**src/rtl/uart_tx_gen.sv**
```systemverilog
// UART transmitter with a one-entry holding buffer for back-to-back frames.
// Define UART_TX_PARITY_EN to add a parity bit after the data bits.
module uart_tx_gen #(
  parameter int CLKS_PER_BIT = 3603,
  parameter int DATA_BITS    = 8,
  parameter int STOP_BITS    = 1
) (
  input  logic                 i_Clock,
  input  logic                 i_Rst_n,
  input  logic                 i_Tx_DV,
  input  logic [DATA_BITS-1:0] i_Tx_Byte,
  input  logic                 i_Parity_Odd,
  output logic                 o_Tx_Ready,
  output logic                 o_Tx_Active,
  output logic                 o_Tx_Serial,
  output logic                 o_Tx_Done
);

  localparam logic [11:0] CNT_MAX   = 12'(CLKS_PER_BIT - 1);
  localparam logic [3:0]  LAST_DATA = 4'(DATA_BITS - 1);
  localparam logic [3:0]  LAST_STOP = 4'(STOP_BITS - 1);

`ifdef UART_TX_PARITY_EN
  typedef enum logic [2:0] {
    IDLE   = 3'd0,
    START  = 3'd1,
    DATA   = 3'd2,
    PARITY = 3'd3,
    STOP   = 3'd4
  } state_t;
  localparam state_t AFTER_DATA = PARITY;
`else
  typedef enum logic [2:0] {
    IDLE  = 3'd0,
    START = 3'd1,
    DATA  = 3'd2,
    STOP  = 3'd4
  } state_t;
  localparam state_t AFTER_DATA = STOP;
`endif

  state_t               state_q;
  state_t               state_d;
  logic [11:0]          cnt_q;
  logic [11:0]          cnt_d;
  logic [3:0]           idx_q;
  logic [3:0]           idx_d;
  logic [DATA_BITS-1:0] shift_q;
  logic [DATA_BITS-1:0] shift_d;
  logic [DATA_BITS-1:0] hold_word_q;
  logic                 hold_full_q;
  logic                 serial_q;
  logic                 serial_d;

  logic                 bit_end;
  logic                 frame_end;
  logic                 xfer;
  logic                 load_in;
  logic                 load_hold;
  logic                 load;
  logic                 buf_wr;
  logic [DATA_BITS-1:0] load_word;

`ifdef UART_TX_PARITY_EN
  logic hold_par_q;
  logic par_q;
  logic par_d;
  logic load_par;
`else
  logic unused_parity;
  assign unused_parity = i_Parity_Odd;
`endif

  assign bit_end   = (cnt_q == CNT_MAX);
  assign frame_end = (state_q == STOP) && bit_end
                  && (idx_q == LAST_STOP);
  assign xfer      = i_Tx_DV && !hold_full_q;
  assign load_in   = xfer
                  && ((state_q == IDLE) || frame_end);
  assign load_hold = frame_end && hold_full_q;
  assign load      = load_in || load_hold;
  assign buf_wr    = xfer && !load_in;
  assign load_word = hold_full_q ? hold_word_q : i_Tx_Byte;

`ifdef UART_TX_PARITY_EN
  assign load_par  = hold_full_q ? hold_par_q : i_Parity_Odd;
`endif

  // State register
  always_ff @(posedge i_Clock) begin
    if (!i_Rst_n) begin
      state_q <= IDLE;
    end else begin
      state_q <= state_d;
    end
  end

  // Next-state logic; stray encodings fall back to IDLE
  always_comb begin
    state_d = state_q;
    case (state_q)
      IDLE: begin
        if (xfer) state_d = START;
      end
      START: begin
        if (bit_end) state_d = DATA;
      end
      DATA: begin
        if (bit_end && idx_q == LAST_DATA)
          state_d = AFTER_DATA;
      end
`ifdef UART_TX_PARITY_EN
      PARITY: begin
        if (bit_end) state_d = STOP;
      end
`endif
      STOP: begin
        if (frame_end)
          state_d = load ? START : IDLE;
      end
      default: state_d = IDLE;
    endcase
  end

  // Bit timer, bit index and frame shift register
  always_comb begin
    cnt_d   = cnt_q;
    idx_d   = idx_q;
    shift_d = shift_q;
`ifdef UART_TX_PARITY_EN
    par_d   = par_q;
`endif
    if (load) begin
      cnt_d   = '0;
      idx_d   = '0;
      shift_d = load_word;
`ifdef UART_TX_PARITY_EN
      par_d   = (^load_word) ^ load_par;
`endif
    end else if (state_q == IDLE) begin
      cnt_d = '0;
      idx_d = '0;
    end else if (bit_end) begin
      cnt_d = '0;
      idx_d = (state_d == state_q)
            ? idx_q + 4'd1 : 4'd0;
      if (state_q == DATA)
        shift_d = shift_q >> 1;
    end else begin
      cnt_d = cnt_q + 12'd1;
    end
  end

  // Datapath registers; the line idles high
  always_ff @(posedge i_Clock) begin
    if (!i_Rst_n) begin
      cnt_q    <= '0;
      idx_q    <= '0;
      shift_q  <= '0;
      serial_q <= 1'b1;
`ifdef UART_TX_PARITY_EN
      par_q    <= 1'b0;
`endif
    end else begin
      cnt_q    <= cnt_d;
      idx_q    <= idx_d;
      shift_q  <= shift_d;
      serial_q <= serial_d;
`ifdef UART_TX_PARITY_EN
      par_q    <= par_d;
`endif
    end
  end

  // Holding buffer: filled mid-frame, drained at frame end
  always_ff @(posedge i_Clock) begin
    if (!i_Rst_n) begin
      hold_full_q <= 1'b0;
      hold_word_q <= '0;
`ifdef UART_TX_PARITY_EN
      hold_par_q  <= 1'b0;
`endif
    end else if (load_hold) begin
      hold_full_q <= 1'b0;
    end else if (buf_wr) begin
      hold_full_q <= 1'b1;
      hold_word_q <= i_Tx_Byte;
`ifdef UART_TX_PARITY_EN
      hold_par_q  <= i_Parity_Odd;
`endif
    end
  end

  // Line level for the coming cycle, from the next state
  always_comb begin
    serial_d = 1'b1;
    unique case (1'b1)
      (state_d == START): serial_d = 1'b0;
      (state_d == DATA):  serial_d = shift_d[0];
`ifdef UART_TX_PARITY_EN
      (state_d == PARITY): serial_d = par_d;
`endif
      default: serial_d = 1'b1;
    endcase
  end

  assign o_Tx_Serial = serial_q;
  assign o_Tx_Ready  = !hold_full_q;
  assign o_Tx_Active = (state_q != IDLE);
  assign o_Tx_Done   = frame_end;

endmodule

```
**config.mk**
```make
export PLATFORM = sky130hd
export DESIGN_NAME = uart_tx_gen
export DESIGN_NICKNAME = d
export VERILOG_FILES = /design/src/rtl/uart_tx_gen.sv
export SDC_FILE = /design/constraint.sdc
export NUM_CORES = 1
export LEC_CHECK = 0
export CAP_MARGIN = 20
export CORE_MARGIN = 4
export CORE_UTILIZATION = 56
export CTS_CLUSTER_DIAMETER = 200
export DETAILED_ROUTE_END_ITERATION = 12
export GPL_TIMING_DRIVEN = 0
export PLACE_DENSITY = 0.78
export REMOVE_ABC_BUFFERS = 1
export SETUP_SLACK_MARGIN = 0.05
export SLEW_MARGIN = 10
export SYNTH_ARGS = -nofsm -noshare
export SYNTH_HDL_FRONTEND = slang
export SYNTH_SLANG_ARGS = --single-unit
```
**constraint.sdc**
```tcl
create_clock -name i_Clock -period 2.5 [get_ports i_Clock]
set_input_delay 0.25 -clock i_Clock [delete_from_list [all_inputs] [get_ports i_Clock]]
set_output_delay 0.25 -clock i_Clock [all_outputs]
set_load 0.005 [all_outputs]
```
# Word level (Yosys, flattened, before mapping)
# Index checks and enable logic that the tools add are counted.
[classes] addsub=2 n_eq_ne=9 mux=13 n_bitwise=2 n_reduce_logical=21
[ops] operator="$mux W8" count=5
[ops] operator="$add A12 B1 Y12 const B" count=1
[ops] operator="$eq A12 B12 Y1 const B" count=1
[ops] operator="$mux W3" count=4
[ops] operator="$pmux W3 S4" count=1
[ops] operator="$logic_and A1 B1 Y1" count=7
[ops] operator="$eq A3 B1 Y1 const B" count=2
[ops] operator="$eq A3 B2 Y1 const B" count=2
[ops] operator="$add A4 B1 Y4 const B" count=1
[ops] operator="$eq A4 B3 Y1 const B" count=1
[ops] operator="$logic_not A4 Y1" count=1
[ops] operator="$mux W4" count=1
[ops] operator="$reduce_bool A2 Y1" count=2
[ops] operator="$reduce_or A4 Y1" count=1
[ops] operator="$eq A3 B3 Y1" count=1
[ops] operator="$eq A3 B3 Y1 const B" count=1
[ops] operator="$logic_not A3 Y1" count=1
[ops] operator="$reduce_and A3 Y1" count=1
[ops] operator="$reduce_bool A3 Y1" count=1
[ops] operator="$reduce_or A3 Y1" count=1
[ops] operator="$logic_not A1 Y1" count=2
[ops] operator="$logic_or A1 B1 Y1" count=2
[ops] operator="$ne A2 B2 Y1 const B" count=1
[ops] operator="$not A1 Y1" count=2
[ops] operator="4 further kinds" count=4
[totals] reg_bits=37 in_bits=12 output_inout_bits=4 word_cells=55

# Logic depth before layout (Yosys ltp)
# Gate-level depths: netlist (run 1).
[depth] word_depth=11 ltp_mapped=9 depth_no_buf=7

# Worst setup path before layout (run 1)
# No wires, ideal clock.
[synth_timing] kind="reg2reg" startpoint="register cnt_q[7]" endpoint="register idx_q[1]" arrival_ps=1963 setup_slack_ps=402 stages_incl_launch_ff=7 n_path_buf=1 synth_period_minus_slack_ps=2098 path_cell_list="dfxtp_1 > or4b_4 > or3_1 > buf_6 > o311a_2 > o221ai_2 > a221oi_1"
[synth_via] elab_chain_cells=11 elab_cells_between_ends=16
[synth_lines] item="from (decl)" line_no="44" source="logic [11:0] cnt_q;"
[synth_lines] item="from (signal assigned)" line_no="165" source="cnt_q <= cnt_d;"
[synth_lines] item="$eq A12 B12 Y1 (*)" line_no="74" source="assign bit_end = (cnt_q == CNT_MAX);"
[synth_lines] item="$logic_and A1 B1 Y1" line_no="75" source="assign frame_end = (state_q == STOP) && bit_end"
[synth_lines] item="$logic_and A1 B1 Y1" line_no="76" source="&& (idx_q == LAST_STOP);"
[synth_lines] item="$logic_or A1 B1 Y1" line_no="79" source="&& ((state_q == IDLE) || frame_end);"
[synth_lines] item="$logic_and A1 B1 Y1" line_no="79"
[synth_lines] item="$logic_or A1 B1 Y1" line_no="81" source="assign load = load_in || load_hold;"
[synth_lines] item="$mux W1" line_no="119" source="state_d = load ? START : IDLE;"
[synth_lines] item="$mux W3" line_no="118" source="if (frame_end)"
[synth_lines] item="$pmux W3 S4" line_no="101" source="case (state_q)"
[synth_lines] item="$eq A3 B3 Y1" line_no="145" source="idx_d = (state_d == state_q)"
[synth_lines] item="$mux W4" line_no="146" source="? idx_q + 4'd1 : 4'd0;"
[synth_lines] item="to (signal assigned)" line_no="166" source="idx_q <= idx_d;"
[synth_lines] item="to (decl)" line_no="46" source="logic [3:0] idx_q;"
# Mark *: on every way between the ends. The rest lies on a longest branch, timed or not.
# A chain may end at the register's enable or synchronous reset.

# Worst setup path in the final report (run 1)
[layout_timing] startpoint="register cnt_q[6]" endpoint="register idx_q[3]"
# Same word-level chain as after synthesis.

==> flow_summary.yaml, run 1 <==
global_routing:
  antenna_found_initial: 0
  grt_use_total_pct: 21.4
  first_global_vias: 1547
  grt-ovfl-total: 0
  busiest_layer: "met2"
  grtUsageMet1_pct: 25.2
  grt_pass1_wl_um: 6990
  use_met2_pct: 37.0
  grtUsageMet3_pct: 6.32
  grt_max_degree: 20
synth:
  synth-seq-cells: 37
  synth_flop_cell: "dfxtp_1"
  synth_cell_types: 44
  ys_seq_area_share_pct: 40.5
  yosys.area.top_type_share_pct: 40.5
  synthesis.area_mm2: 0.00183
  synthArstFlopShare_pct: 0
  yosysTopAreaCell: "dfxtp_1"
  netlist_top_cells_area: "dfxtp_1 (41%), nor2_1 (6.2%), mux2i_1 (5.5%)"
  avgSynthCellArea_um2: 9.09
  yosysWarnings: 0
  syn_inst: 201
  synth_enable_flop_cells: 0
placement:
  dpl_cell_area_mm2: 0.00195
  globalplace.congestion: 0.825
  port_buffers: 14
  dp_hpwl_um: 2630
sta:
  maxSlewHeadroom_pct: 44.6
  rsz0062_at_grt: "no"
  finalClockSkew_ns: 0.0140
  finalHoldViolCount: 0
  max_freq_mhz: 423
  slew_viol_final: 0
  layout_min_cycle_time_ns: 2.36
  fin_crit_sh_pct: 94.5
  tightest_slew_ns: 0.827
  setup_viol: 0
  tns_ns: 0
  hold_slack_ns: 0.512
route:
  drcViolationCount: 0
  vias: 1573
  drt-vias-per-instance: 5.96
  drt_iter0_drc: 179
  post_drt_wl_per_cell_um: 15.5
  drt-pass1-iter-count: 4
  drtAntennaViolNets: 0
  drt_wl_total_um: 4090
clock_tree:
  cts.htree.levels: 2
  cts_tree: "built"
  clkSlewWorstSetupHoldPaths_ns: 0.11
  cts_root_buffer: "clkbuf_4"
  cts_sinks: 37
  postCtsHoldBufs: 0
  clk_latency_ns: 0.34
  cts_made_buffers: 5
  cts_max_path_buffers: 2
layout:
  num_antenna_cells: 0
  fin_nets: 235
  n_fill_cell: 245
  area_delta_synth_final_pct: 17.9
  drive_above_1_share_pct: 15.9
  postLayoutCellArea_mm2: 0.00215
critical_path:
  cp-start-kind: "flip-flop"
  path_max_fanout: 6
  cpMaxStageDelayCell: "or4b_4"
  criticalPathCategory: "flip-flop to flip-flop"
  crit_chain: "or4b_4 -> or3_4 -> buf_12 -> buf_4 -> o311a_2 -> o221ai_2 -> a21oi_1"
  endpoint_kind: "flip-flop"
  cp_slowest_stage_delay_ns: 0.54
  cp_data_required_time_ns: 2.73
  critPathTopFamily: "simple AND/OR/NAND/NOR gates"
  cp_num_buf_inv: 2
  critPathArrivalTime_ns: 2.59
die:
  chipWidth_um: 65.1
  ios: 16
  die_y_um: 65.1
  core_mm2: 0.00308
  start_util_pct: 59.3
  rows: 20
  die_area_mm2: 0.00424
pwr:
  peakVddDrop_uv: 359
  fin_total_pwr_w: 0.00123
  leakage_nw: 0.800
  powerDensity_mw_per_mm2: 569
outcome:
  status: "completed"
min_path:
  hold_class: "flip-flop to flip-flop"
run:
  maxCapViolCount: 0
worst register-to-register path, cell delays in order, from the launching register on:
cell and delay (ns):
dfxtp_4 0.38, or4b_4 0.54, or3_4 0.38, buf_12 0.14, buf_4 0.15, o311a_2 0.41, o221ai_2 0.12, a21oi_1 0.14
stage by stage:
stage                     util [%]  cells  worst slack, ns
after floorplan                  -    190            0.210
after global placement        63.3    248           -0.215
after detailed placement      63.5    249           -0.349
after CTS                     69.4    264            0.142
after global routing          70.0    264           0.0829
final                         70.0    264            0.138
cell usage after synthesis (2+ instances only):
cell,count
nand2_1,12
nor2_1,30
mux2i_1,10
buf_2,3
or3b_2,2
a31oi_1,3
inv_1,6
ha_1,4
a311oi_1,7
xor2_1,6
xnor2_1,7
buf_6,3
nor3_1,2
o21a_1,2
or4b_4,2
clkbuf_1,4
or3_1,3
nor2b_1,7
a21oi_1,7
a2111oi_0,7
dfxtp_1,37
and3_1,2
nand3_1,14
sequential cells by signal, summed over array words and instances (netlist names):
| signal | flops |
|---|---|
| o_Tx_Serial | 1 |
| state_q | 3 |
| hold_full_q | 1 |
| idx_q | 4 |
| shift_q | 8 |
| cnt_q | 12 |
| hold_word_q | 8 |
report_power, final:
part           internal (W)  switching, W
sequential         0.000617     0.0000263
combinational     0.0000691     0.0000795
clock              0.000239      0.000194
total              0.000925      0.000300
final cells by class:
class	count	area (µm²)	area share [%]
Timing Repair Buffer	22	209	9.70
Clock buffer	7	55.1	2.56
Sequential cell	37	754	35.0
Inverter	7	26.3	1.22
Multi-Input combinational cell	146	1020	47.5
Tap cell	44	55.1	2.56
Clock inverter	1	30.0	1.39
final timing paths:
check | depth (start not counted) | end | from | slack [ns]
setup reg to reg | 7 | idx_q[3] | cnt_q[6] | 0.14
hold / removal | 2 | hold_word_q[6] | hold_word_q[6] | 0.51
hold reg to reg | 2 | hold_word_q[6] | hold_word_q[6] | 0.51
setup / recovery | 7 | idx_q[3] | cnt_q[6] | 0.14
placed cells by master, fill, tap and decap left out, types with 2 or more instances in the layout:
| master | count |
|---|---|
| and3_1 | 2 |
| dfxtp_2 | 5 |
| nand2_1 | 12 |
| a311oi_1 | 7 |
| or3_1 | 2 |
| o21a_1 | 2 |
| dfxtp_1 | 30 |
| buf_4 | 6 |
| or4b_4 | 2 |
| nor3_1 | 2 |
| nand3_1 | 13 |
| or3b_4 | 2 |
| a31oi_1 | 3 |
| ha_1 | 4 |
| clkbuf_4 | 5 |
| nor2b_1 | 7 |
| dfxtp_4 | 2 |
| xor2_1 | 6 |
| clkdlybuf4s50_1 | 13 |
| a21oi_1 | 6 |
| mux2i_1 | 10 |
| xnor2_1 | 7 |
| nor2_1 | 30 |
| inv_1 | 6 |
| a2111oi_0 | 6 |
cells by family (layout without fill, tap and decap cells):
group | count (synthesis) | count (layout) | share of synthesized area (%)
AND/OR/NAND/NOR | 83 | 83 | 23.8
flip-flops | 37 | 37 | 40.5
AO/OA/AOI/OAI | 36 | 36 | 15.7
buffers and inverters | 18 | 37 | 5.48
XOR/XNOR | 13 | 13 | 6.23
multiplexers | 10 | 10 | 5.48
adder cells (fa/ha/maj) | 4 | 4 | 2.74
layer usage:
metal  vias up  routed length [µm]
li1        760                   -
met1       754                1780
met2        50                2040
met3         9                 226
met4         0                  50
met5         -                   0
what timing repair did:
action                                  CTS  global route
gates cloned                              0             0
gates resized for setup                  14             4
pin swaps                                 3             0
buffers inserted                          7             0
endpoints found under the setup margin   18             8
Note: power is estimated with default switching activity, not from simulation.
==> run 2, diff against run 1 <==
--- a/config.mk
+++ b/config.mk
@@ -12,7 +12,6 @@
 export DETAILED_ROUTE_END_ITERATION = 12
 export GPL_TIMING_DRIVEN = 0
 export PLACE_DENSITY = 0.78
-export REMOVE_ABC_BUFFERS = 1
 export SETUP_SLACK_MARGIN = 0.05
 export SLEW_MARGIN = 10
 export SYNTH_ARGS = -nofsm -noshare
==> constraint.sdc (replaced) <==
create_clock -name i_Clock -period 2.6 [get_ports i_Clock]
set_input_delay 0.26 -clock i_Clock [delete_from_list [all_inputs] [get_ports i_Clock]]
set_output_delay 0.26 -clock i_Clock [all_outputs]
set_load 0.005 [all_outputs]
==> run 2 against run 1 <==
Effect of this change: power is 12% lower; highest routed layer unchanged; non-clock buffer count grew 3; count of clock-buffer cells in the layout unchanged; largest cell class unchanged; sequential share of layout area grew 0.68 points.
==> flow_summary.yaml, run 2 (synthesis results as in run 1) <==
min_path:
  worstHoldPathCells: 2
  min_to: "shift_q[3]"
  hold_start: "shift_q[4]"
  hold_class: "flip-flop to flip-flop"
layout:
  drive_above_1_share_pct: 9.91
  fin_nets: 238
  n_fill_cell: 261
  reg_top3: "cnt_q: 12 flops, hold_word_q: 8 flops, shift_q: 8 flops"
  seq_area_um2: 743
  regMostFlops: "cnt_q"
  multi_input_area_um2: 988
  layout.core_utilization_pct: 67.6
  final_common_cell: "dfxtp_1"
  num_antenna_cells: 0
  final_cell_mix: "dfxtp_1 (35), nor2_1 (30), nand3_1 (14)"
  area_delta_synth_final_pct: 13.9
  largest_reg_flops: 12
sta:
  setup_ws_ns: 0.150
  rsz0062_at_grt: "yes"
  layout_min_cycle_time_ns: 2.45
  max_freq_mhz: 408
  tightest_slew_ns: 0.610
  setup_viol: 0
  slew_viol_final: 0
  finalHoldViolCount: 0
  maxSlewHeadroom_pct: 58.3
  tns_ns: 0
  finalClockSkew_ns: 0.00918
  fin_crit_sh_pct: 94.2
die:
  die_y_um: 65.1
  core_mm2: 0.00308
  ios: 16
  start_util_pct: 59.3
  chipWidth_um: 65.1
  rows: 20
  die_area_mm2: 0.00424
global_routing:
  grt_max_degree: 11
  grt-ovfl-total: 0
  grt_use_total_pct: 20.1
  first_global_vias: 1488
  antenna_found_initial: 0
  grt_pass1_wl_um: 6730
pwr:
  peakVddDrop_uv: 399
  swShare_pct: 26.2
  powerDensity_mw_per_mm2: 519
  p_comb_share_pct: 14.5
  power.internal_w: 0.000798
  power_frac_clock_pct: 28.7
  p_sw_w: 0.000283
  leakage_nw: 0.765
  pwr-share-seq_pct: 56.8
route:
  drcViolationCount: 0
  drt-vias-per-instance: 5.88
  post_drt_wl_per_cell_um: 14.7
  drtAntennaViolNets: 0
  drt_iter0_drc: 124
  drt-pass1-iter-count: 4
  vias: 1565
  drt_wl_total_um: 3920
critical_path:
  crit_start: "state_q[2]"
  critPathArrivalTime_ns: 2.66
  reg2reg_depth: 6
  endpoint_kind: "flip-flop"
  rr_startpoint: "state_q[2]"
  cp-start-kind: "flip-flop"
  criticalPathCategory: "flip-flop to flip-flop"
  path_max_fanout: 10
  cp_data_required_time_ns: 2.81
  r2r_slack_ns: 0.15
  r2r-end: "shift_q[2]"
clock_tree:
  postCtsHoldBufs: 0
  clkSlewWorstSetupHoldPaths_ns: 0.11
  cts.htree.levels: 2
  cts_max_path_buffers: 2
  cts_sinks: 37
  cts_setup_buffers: 0
  cts_tree: "built"
  clk_latency_ns: 0.34
  cts_made_buffers: 5
  cts_root_buffer: "clkbuf_4"
outcome:
  status: "completed"
placement:
  globalplace.congestion: 0.813
  pre_cts_slack_ns: 0.0949
  dp_hpwl_um: 2880
  port_buffers: 14
synth:
  synthesis.nets: 217
run:
  maxCapViolCount: 0
run 2: stage by stage:
stage | power, W | instances | instance area [µm²] | hold WS [ns]
2_1_floorplan | 0.000722 | 201 | 1830 | 0.351
3_3_place_gp | 0.000772 | 259 | 2020 | 0.473
3_5_place_dp | 0.000779 | 259 | 2020 | 0.480
4_1_cts | 0.00108 | 266 | 2080 | 0.501
5_1_grt | 0.00113 | 266 | 2080 | 0.528
6_report | 0.00108 | 266 | 2080 | 0.495
run 2: routing by layer:
layer / GRT usage [%] / routed length (µm)
met3: 4.79 / 160
met1: 26.5 / 1810
met2: 33.0 / 1910
met4: 5.44 / 39
met5: 0 / 0
run 2: critical path, cell delays in order, from the launching register on:
cell and delay (ns):
dfxtp_1 0.44, or3b_1 0.42, nor4b_1 0.43, a21oi_1 0.16
buf_2 0.21, a2111oi_0 0.57, a311oi_1 0.10
run 2: power groups by stage:
| stage | logic, W | registers (W) | clock network (W) |
|---|---|---|---|
| global placement | 0.000148 | 0.000624 | 0 |
| floorplan | 0.000101 | 0.000621 | 0 |
| CTS | 0.000154 | 0.000613 | 0.000311 |
| detailed placement | 0.000153 | 0.000626 | 0 |
| global route | 0.000172 | 0.000618 | 0.000339 |
| finish | 0.000156 | 0.000614 | 0.000310 |
run 2: how the worst max path moves through the flow:
| stage | endpoint | cells after the start | slack (ns) |
|---|---|---|---|
| after detailed placement | shift_q[1] | 6 | 0.09 |
| after CTS | shift_q[1] | 6 | 0.07 |
| after global routing | shift_q[1] | 6 | 0.03 |
| final | shift_q[2] | 6 | 0.15 |
| after floorplan | idx_q[1] | 6 | 0.50 |
| after global placement | shift_q[1] | 6 | 0.17 |
run 2: cell type report:
class | instances | share of cell area [%]
clock buffers | 7 | 2.65
plain buffers | 11 | 3.55
flip-flops and latches | 37 | 35.7
repair buffers | 14 | 6.67
multi-input cells | 146 | 47.5
inverters | 7 | 1.26
well taps | 44 | 2.65
run 2: what timing repair did:
item	in CTS	in global routing
endpoints found under the setup margin	1	2
gates resized for setup	3	2
gates cloned	0	0
